**config.mk**
```make
export PLATFORM = sky130hd
export DESIGN_NAME = regfile_mp_flat
export DESIGN_NICKNAME = d
export VERILOG_FILES = /design/src/rtl/regfile_pkg.sv /design/src/rtl/regfile_mp_if.sv /design/src/rtl/regfile_scoreboard.sv /design/src/rtl/regfile_mp.sv /design/src/flat_wrapper.sv
export SDC_FILE = /design/constraint.sdc
export NUM_CORES = 2
export LEC_CHECK = 0
export ABC_CLOCK_PERIOD_IN_PS = 43300
export CORE_MARGIN = 5
export CORE_UTILIZATION = 50
export CTS_CLUSTER_DIAMETER = 40
export DETAILED_ROUTE_END_ITERATION = 10
export PLACE_DENSITY = 0.66
export SYNTH_ARGS = -nofsm -noshare
export SYNTH_HDL_FRONTEND = slang
export SYNTH_HIERARCHICAL = 1
export SYNTH_SLANG_ARGS = --single-unit
```
**constraint.sdc**
```tcl
create_clock -name clk -period 43.3 [get_ports clk]
set_clock_uncertainty 0.1 [all_clocks]
set_input_delay 6.495 -clock clk [delete_from_list [all_inputs] [get_ports clk]]
set_output_delay 6.495 -clock clk [all_outputs]
set_load 0.02 [all_outputs]
```
**src/rtl/regfile_pkg.sv**
```systemverilog
// regfile_pkg: shared constants and helpers for the multi-port register file.
//   DEF_DATA_W / DEF_NUM_REGS : default geometry (32 x 32-bit)
//   REG_ZERO                  : index of the hard-wired zero register
//   port_lsb()                : LSB of port slice `port` in a packed bus of `width`-bit fields
package regfile_pkg;
  localparam int DEF_DATA_W   = 32;
  localparam int DEF_NUM_REGS = 32;
  localparam int REG_ZERO     = 0;

  function automatic int port_lsb(input int port, input int width);
    return port * width;
  endfunction
endpackage

```
**src/rtl/regfile_mp_if.sv**
```systemverilog
// regfile_mp_if: request/response bundle of the register file.
//   write_enable/write_reg/write_d : write port
//   read_reg (packed)              : read indices, port i at [i*ADDR_W +: ADDR_W]
//   read_d   (packed)              : read data, same packing
//   read_busy                      : per-port pending (load-use) flag
//   pend_set/pend_reg              : mark a register pending at load issue
//   any_pending                    : OR of all pending bits
// master = datapath driving the file, slave = the register file.
interface regfile_mp_if
  import regfile_pkg::*;
#(
  parameter int DATA_W = DEF_DATA_W,
  parameter int ADDR_W = $clog2(DEF_NUM_REGS),
  parameter int NUM_RD = 2
);
  logic                       write_enable;
  logic [ADDR_W-1:0]          write_reg;
  logic [DATA_W-1:0]          write_d;
  logic [NUM_RD*ADDR_W-1:0]   read_reg;
  logic [NUM_RD*DATA_W-1:0]   read_d;
  logic [NUM_RD-1:0]          read_busy;
  logic                       pend_set;
  logic [ADDR_W-1:0]          pend_reg;
  logic                       any_pending;

  modport master (
    output write_enable, write_reg, write_d, read_reg, pend_set, pend_reg,
    input  read_d, read_busy, any_pending
  );
  modport slave (
    input  write_enable, write_reg, write_d, read_reg, pend_set, pend_reg,
    output read_d, read_busy, any_pending
  );
endinterface

```
**src/rtl/regfile_scoreboard.sv**
```systemverilog
// regfile_scoreboard: one pending bit per register for load-use detection.
//   clk, rst           : clock, async active-high reset (clears all pending bits)
//   pend_set/pend_reg  : set pending at the edge (load issued)
//   clr_en/clr_reg     : clear pending at the edge (qualified write from the top)
//   read_reg (packed)  : per-port lookup indices
//   read_busy          : pending[read_reg[i]], masked while bypass data arrives
//   any_pending        : OR of all pending bits
module regfile_scoreboard
  import regfile_pkg::*;
#(
  parameter int NUM_REGS = DEF_NUM_REGS,
  parameter int ADDR_W   = $clog2(NUM_REGS),
  parameter int NUM_RD   = 2,
  parameter int ZERO_REG = 1,
  parameter int BYPASS   = 1
) (
  input  logic                     clk,
  input  logic                     rst,
  input  logic                     pend_set,
  input  logic [ADDR_W-1:0]        pend_reg,
  input  logic                     clr_en,
  input  logic [ADDR_W-1:0]        clr_reg,
  input  logic [NUM_RD*ADDR_W-1:0] read_reg,
  output logic [NUM_RD-1:0]        read_busy,
  output logic                     any_pending
);
  localparam logic [ADDR_W:0] DEPTH = (ADDR_W+1)'(NUM_REGS);

  logic [NUM_REGS-1:0] pend_q, pend_d;
  logic                set_ok;

  // Out-of-range and zero-register marks are dropped so reg0 can never go pending.
  always_comb begin
    set_ok = pend_set && !rst && ({1'b0, pend_reg} < DEPTH) &&
             !((ZERO_REG != 0) && (pend_reg == ADDR_W'(REG_ZERO)));
  end

  // Set is applied after clear: on the same index the new load is still outstanding.
  always_comb begin
    pend_d = pend_q;
    if (clr_en) pend_d[clr_reg]  = 1'b0;
    if (set_ok) pend_d[pend_reg] = 1'b1;
  end

  always_ff @(posedge clk or posedge rst) begin
    if (rst) pend_q <= '0;
    else     pend_q <= pend_d;
  end

  for (genvar i = 0; i < NUM_RD; i++) begin : g_busy
    logic [ADDR_W-1:0] idx;
    logic              arriving;
    assign idx      = read_reg[port_lsb(i, ADDR_W) +: ADDR_W];
    // Data forwarded this cycle satisfies the consumer, so it is not stalled.
    assign arriving = (BYPASS != 0) && clr_en && (clr_reg == idx);
    assign read_busy[i] = ({1'b0, idx} < DEPTH) && pend_q[idx] && !arriving;
  end

  assign any_pending = |pend_q;
endmodule

```
**src/rtl/regfile_mp.sv**
```systemverilog
// regfile_mp: parametrised register file, NUM_RD combinational read ports,
// one write port, optional write-first bypass, hard-wired zero register and
// a pending scoreboard.
//   clk : clock, all state updates on the rising edge
//   rst : asynchronous active-high reset, clears data and pending bits
//   bus : regfile_mp_if slave (write port, read ports, scoreboard)
module regfile_mp
  import regfile_pkg::*;
#(
  parameter int DATA_W   = DEF_DATA_W,
  parameter int NUM_REGS = DEF_NUM_REGS,
  parameter int ADDR_W   = $clog2(NUM_REGS),
  parameter int NUM_RD   = 2,
  parameter int ZERO_REG = 1,
  parameter int BYPASS   = 1
) (
  input  logic        clk,
  input  logic        rst,
  regfile_mp_if.slave bus
);
  localparam logic [ADDR_W:0] DEPTH = (ADDR_W+1)'(NUM_REGS);

  logic [NUM_REGS-1:0][DATA_W-1:0] mem_q, mem_d;
  logic [NUM_RD-1:0][DATA_W-1:0]   rd_data;
  logic [NUM_RD-1:0]               rd_busy;
  logic                            rd_any;
  logic                            wr_ok;

  // A write is accepted only out of reset, in range and not to a suppressed reg0.
  // Gating with rst also keeps bypass quiet so outputs read 0 during reset.
  always_comb begin
    wr_ok = bus.write_enable && !rst && ({1'b0, bus.write_reg} < DEPTH) &&
            !((ZERO_REG != 0) && (bus.write_reg == ADDR_W'(REG_ZERO)));
  end

  always_comb begin
    mem_d = mem_q;
    if (wr_ok) mem_d[bus.write_reg] = bus.write_d;
  end

  always_ff @(posedge clk or posedge rst) begin
    if (rst) mem_q <= '0;
    else     mem_q <= mem_d;
  end

  for (genvar i = 0; i < NUM_RD; i++) begin : g_rd
    logic [ADDR_W-1:0] idx;
    logic              ok;
    logic              byp;
    assign idx = bus.read_reg[port_lsb(i, ADDR_W) +: ADDR_W];
    assign ok  = ({1'b0, idx} < DEPTH) &&
                 !((ZERO_REG != 0) && (idx == ADDR_W'(REG_ZERO)));
    // wr_ok already excludes reg0 and out-of-range, so bypass never leaks there.
    assign byp = (BYPASS != 0) && wr_ok && (bus.write_reg == idx);
    assign rd_data[i] = !ok ? '0 : (byp ? bus.write_d : mem_q[idx]);
  end

  regfile_scoreboard #(
    .NUM_REGS (NUM_REGS),
    .ADDR_W   (ADDR_W),
    .NUM_RD   (NUM_RD),
    .ZERO_REG (ZERO_REG),
    .BYPASS   (BYPASS)
  ) u_sb (
    .clk         (clk),
    .rst         (rst),
    .pend_set    (bus.pend_set),
    .pend_reg    (bus.pend_reg),
    .clr_en      (wr_ok),
    .clr_reg     (bus.write_reg),
    .read_reg    (bus.read_reg),
    .read_busy   (rd_busy),
    .any_pending (rd_any)
  );

  assign bus.read_d      = rd_data;
  assign bus.read_busy   = rd_busy;
  assign bus.any_pending = rd_any;
endmodule

```
**src/flat_wrapper.sv**
```systemverilog
// flat-port wrapper written by rule: the top's interface ports become plain ports
module regfile_mp_flat import regfile_pkg::*;
#(
  parameter int DATA_W   = DEF_DATA_W,
  parameter int NUM_REGS = DEF_NUM_REGS,
  parameter int ADDR_W   = $clog2(NUM_REGS),
  parameter int NUM_RD   = 2,
  parameter int ZERO_REG = 1,
  parameter int BYPASS   = 1
)
  (clk, rst, bus_write_enable, bus_write_reg, bus_write_d, bus_read_reg, bus_pend_set, bus_pend_reg, bus_read_d, bus_read_busy, bus_any_pending);
  regfile_mp_if #(.DATA_W(DATA_W), .ADDR_W(ADDR_W), .NUM_RD(NUM_RD)) bus_i ();
  input  logic clk;
  input  logic rst;
  input wire logic [$bits(bus_i.write_enable)-1:0] bus_write_enable;
  input wire logic [$bits(bus_i.write_reg)-1:0] bus_write_reg;
  input wire logic [$bits(bus_i.write_d)-1:0] bus_write_d;
  input wire logic [$bits(bus_i.read_reg)-1:0] bus_read_reg;
  input wire logic [$bits(bus_i.pend_set)-1:0] bus_pend_set;
  input wire logic [$bits(bus_i.pend_reg)-1:0] bus_pend_reg;
  output wire logic [$bits(bus_i.read_d)-1:0] bus_read_d;
  output wire logic [$bits(bus_i.read_busy)-1:0] bus_read_busy;
  output wire logic [$bits(bus_i.any_pending)-1:0] bus_any_pending;
  assign bus_i.write_enable = bus_write_enable;
  assign bus_i.write_reg = bus_write_reg;
  assign bus_i.write_d = bus_write_d;
  assign bus_i.read_reg = bus_read_reg;
  assign bus_i.pend_set = bus_pend_set;
  assign bus_i.pend_reg = bus_pend_reg;
  assign bus_read_d = bus_i.read_d;
  assign bus_read_busy = bus_i.read_busy;
  assign bus_any_pending = bus_i.any_pending;
  regfile_mp #(.DATA_W(DATA_W), .NUM_REGS(NUM_REGS), .ADDR_W(ADDR_W), .NUM_RD(NUM_RD), .ZERO_REG(ZERO_REG), .BYPASS(BYPASS)) u_core (.clk(clk), .rst(rst), .bus(bus_i));
endmodule
```
=== After elaboration in Yosys (flattened, before gate mapping) ===
Index checks and enable logic that the tools add are counted.
W data, S select, Z words.

* Reduce and logical (&&, ||, !) cells: 20
* $lt $le $gt $ge: 6
* Bitwise operators: 3
* Multiplexer cells: 21
* Equal/unequal tests: 2

{| class="wikitable"
|+ Operators with widths
! cell !! number
|-
| $bwmux W1024 || 1
|-
| $bmux W32 S5 || 2
|-
| $mux W32 || 9
|-
| $demux W32 S5 || 1
|-
| $and A32 B32 Y32 || 1
|-
| $not A32 Y32 || 1
|-
| $or A32 B32 Y32 || 1
|-
| $reduce_or A32 Y1 || 1
|-
| $lt A5 B6 Y1 const B || 4
|-
| $logic_not A5 Y1 || 4
|-
| $bmux W1 S5 || 2
|-
| $demux W1 S5 || 2
|-
| $eq A5 B5 Y1 || 2
|-
| $ge A5 B1 Y1 const B || 2
|-
| $logic_and A1 B1 Y1 || 10
|-
| $logic_not A1 Y1 || 5
|-
| $mux W1 || 4
|}

* Input bits: 56
* Register bits after elaboration: 1056
* Output and inout bits: 67

=== Logic depth before layout (Yosys ltp) ===
* Word-level depth: 9
* Gate-level depth with buffers: 11

=== Modules after synthesis ===
Netlist, hierarchy kept.

{| class="wikitable"
|+ By module, submodules not included
! module !! instances !! area each (um^2) !! cells an instance
|-
| regfile_mp || 1 || 55773.5 || 4036
|-
| regfile_scoreboard || 1 || 2127.0 || 207
|}

=== Least setup slack after synthesis ===
No wires, ideal clock.

* Path type: input port to output port
* From: in bus_read_reg[0]
* To: out bus_read_d[23]
* Cell stages on the path: 10
* Slack: 28428 ps
* Arrival: 8277 ps
* Path buffers: 4
* Required time: 36705 ps
* Cells stage by stage: buf_6 buf_12 buf_12 buf_8 mux2i_1 a221oi_1 a22oi_1 o21ai_0 a22oi_1 o21ai_0

* Word-level cells in the longest chain between the ends: 4
* Elaborated cells on any way between the ends: 7

{| class="wikitable"
|+ Ends and longest elaborated chain
! element !! RTL line !! source
|-
| start: declaration || flat_wrapper.sv:18 || <nowiki>input wire logic [$bits(bus_i.read_reg)-1:0] bus_read_reg;</nowiki>
|-
| $bmux W32 S5 / $eq A5 B5 Y1 (equally long branches) || regfile_mp.sv:55, regfile_mp.sv:54 ||
|-
| $mux W32 (implied by the code) / $logic_and A1 B1 Y1 (equally long branches) || regfile_mp.sv:55, regfile_mp.sv:54 ||
|-
| $mux W32 || regfile_mp.sv:55 || <nowiki>assign rd_data[i] = !ok ? '0 : (byp ? bus.write_d : mem_q[idx]);</nowiki>
|-
| $mux W32 (*) || regfile_mp.sv:55 ||
|-
| end: declaration || flat_wrapper.sv:21 || <nowiki>output wire logic [$bits(bus_i.read_d)-1:0] bus_read_d;</nowiki>
|}

Mark *: on every way between the ends. The rest lies on a longest branch, timed or not. The select of a mux whose other input is x is not followed.

=== Worst setup path after layout ===
* From: in bus_write_reg[2]
* To: out bus_read_d[29]

* Word-level cells in the longest chain between the ends: 6
* Elaborated cells on any way between the ends: 7

{| class="wikitable"
|+ Ends and longest elaborated chain
! element !! RTL line !! source
|-
| start: declaration || flat_wrapper.sv:16 || <nowiki>input wire logic [$bits(bus_i.write_reg)-1:0] bus_write_reg;</nowiki>
|-
| $logic_not A5 Y1 || regfile_mp.sv:33 || <nowiki>!((ZERO_REG != 0) && (bus.write_reg == ADDR_W'(REG_ZERO)));</nowiki>
|-
| $logic_not A1 Y1 || regfile_mp.sv:33 ||
|-
| $logic_and A1 B1 Y1 || regfile_mp.sv:32 || <nowiki>wr_ok = bus.write_enable && !rst && ({1'b0, bus.write_reg} < DEPTH) &&</nowiki>
|-
| $logic_and A1 B1 Y1 (*) || regfile_mp.sv:54 || <nowiki>assign byp = (BYPASS != 0) && wr_ok && (bus.write_reg == idx);</nowiki>
|-
| $mux W32 (*) (2 in series) || regfile_mp.sv:55 ||
|}

Mark *: on every way between the ends. The rest lies on a longest branch, timed or not.

==> impl_metrics.json <==
{
  "outcome": "completed",
  "clock_path_buffers": 3,
  "final_cells": 5823,
  "maxSlewHeadroom": 0.133,
  "syn_avg_cell_area_sq_um": 13.6,
  "cp-end-kind": "output port",
  "crit_fanout": 24,
  "grt_pass1_wl_mm": 279,
  "via_count": 39500,
  "power_leakage_nw": 29.5,
  "final_common_cell": "dfrtp_1",
  "worst_pin_slew_ns": 1.30,
  "grt.total_usage": 0.308,
  "die_h_microns": 350,
  "path_clk_slew_ns": 0.05,
  "pre_cts_ws_ns": 25.87,
  "yosysSeqAreaShare": 0.456,
  "ys.flop_type": "dfrtp_1",
  "critPathArrivalTime_ns": 10.96,
  "clock.fmax_mhz": 57.0,
  "rows": 124,
  "synth_edf_count": 0,
  "synth.net_count": 4299,
  "ys_seq_elements": 1056,
  "fin_util": 0.570,
  "r2r-start": "u_core/u_sb/pend_q[24]",
  "drt_wl_total_mm": 190,
  "finalCritPeriodShare": 0.405,
  "post_cts_buffers": 0,
  "hpwl_mm": 102,
  "async_flop_share": 1.00,
  "ios": 123,
  "finalNetCount": 4233,
  "cts.htree.levels": 4,
  "grt.overflow.total": 0,
  "drtPass1Iterations": 5,
  "p_total_mw": 3.00,
  "worst_setup_path_start_kind": "input port",
  "finalInstanceArea_sq_um": 65300,
  "cts-resized-gates": 0,
  "critPathLaunch": "bus_write_reg[2]",
  "grt_pass1_vias": 40000,
  "place.gp.congestion": 0.801,
  "hold_class": "register to register",
  "cts_buffers": 155,
  "cp_cell_sequence": "clkdlybuf4s50_1 -> nor3_4 -> a211oi_1 -> nand3_2 -> buf_4 -> nand2b_1 -> o21ai_0 -> a21o_1 -> clkdlybuf4s50_1",
  "antenna_found_initial": 3,
  "cpMaxStageDelayCell": "clkdlybuf4s50_1",
  "placed_cells": 5532,
  "crit_buf_inv": 3,
  "p_per_area_nw_per_um2": 45.9,
  "wl_per_cell_microns": 32.6,
  "dpl_cell_area_sq_um": 59800,
  "fin_hold_ws_ns": 0.295,
  "synth_area_sq_um": 57900,
  "coreArea_sq_um": 115000,
  "synth_cells": 4243,
  "rsz0062_at_grt": "false",
  "drc": 0,
  "die_w_microns": 350,
  "dieArea_sq_um": 123000,
  "io_buffers": 122,
  "setup_viol": 0,
  "area_growth_pct": 12.8,
  "yosysWarningCount": 6,
  "layout_common_cells": "dfrtp_1, mux2_2, mux2i_1, mux4_2, clkbuf_16",
  "cpLargestDelayFamily": "buffers and inverters",
  "cts_hold_buf": 0,
  "hold_viol_final": 0,
  "max-vdd-ir-drop_mv": 0.0324,
  "postRouteAntennaNets": 0,
  "synth.distinct_cells": 58,
  "drt_iter0_drc": 3844,
  "fin_ws_ns": 25.75,
  "clkLatencyLatePin_ns": 0.74,
  "start_util": 0.505,
  "maxCapViolations": 0,
  "clockRootBuffer": "clkbuf_16",
  "tns_ns": 0,
  "viasPerCell": 6.79,
  "hp-start": "u_core/mem_q[15]",
  "tritoncts": "built",
  "required_ns": 36.71,
  "path_common_cell": "clkdlybuf4s50_1",
  "fin_crit_ns": 17.55,
  "slowest_delay_ns": 0.89,
  "maxSlewViolCount": 0,
  "grt_max_degree": 178,
  "drive_gt1_frac": 0.405,
  "cts.sinks": 1056,
  "worstSetupPathType": "input port to output port"
}
final cells by class:
cell class / count / area [sq um]
tap: 1512 / 1890
antenna: 2 / 5.00
inverter: 3 / 18.8
fill: 9217 / 49300
timing repair buffer: 236 / 2170
clock buffer: 197 / 4280
sequential: 1056 / 26400
multi-input combinational: 2725 / 29300
clock inverter: 92 / 1200
cell usage after synthesis (12+ instances only):
master,count,area [sq um]
a22oi_1,67,503
nand2_1,52,195
dfrtp_1,1056,26400
a221oi_1,53,464
nand3_1,19,95.1
xor2_1,16,140
buf_2,155,776
mux2_2,1012,11400
a21oi_1,43,215
o21bai_1,33,248
o21ai_0,113,566
buf_6,23,259
nor2_1,77,289
nor3b_1,19,143
nor3_1,49,245
nand2b_1,16,100
clkbuf_1,213,800
o211ai_1,12,90.1
buf_1,35,131
a32o_1,33,330
o22ai_1,119,744
mux4_2,287,6460
o221ai_1,32,280
a221o_1,12,120
buf_4,20,150
mux2i_1,531,5320
report_power, final:
part / internal, mW / switching, mW
Sequential: 1.12 / 0.0950
Clock: 0.828 / 0.495
Combinational: 0.247 / 0.217
layer usage:
metal	part of all wire	GRT usage	up-vias
met1	0.41	0.414	21000
met5	0.000079	0	-
met4	0.050	0.141	2
met3	0.074	0.0560	483
li1	-	-	16200
met2	0.47	0.491	1772
kinds of logic after synthesis:
kind of cell / Yosys count / share of synthesized area
AO/OA/AOI/OAI: 568 / 0.0687
XOR/XNOR: 20 / 0.00303
buffers and inverters: 462 / 0.0403
flip-flops: 1056 / 0.456
multiplexers: 1841 / 0.405
AND/OR/NAND/NOR: 296 / 0.0264
flip-flops by register name, indices dropped and copies added, names as in the netlist:
register,cells
u_core/mem_q,1024
u_core/u_sb/pend_q,32
path summary, 6_finish.rpt:
check | to | slack, ns | depth (start not counted)
hold reg to reg | u_core/mem_q[15] | 0.29 | 0
hold / removal | u_core/mem_q[15] | 0.29 | 0
setup reg to reg | u_core/u_sb/pend_q[24] | 42.40 | 2
setup / recovery | bus_read_d[29] | 25.75 | 9
min in group asynchronous | u_core/mem_q[769] | 6.22 | 2
max in group asynchronous | u_core/mem_q[972] | 33.65 | 5
(Power assumes the default switching activity.)
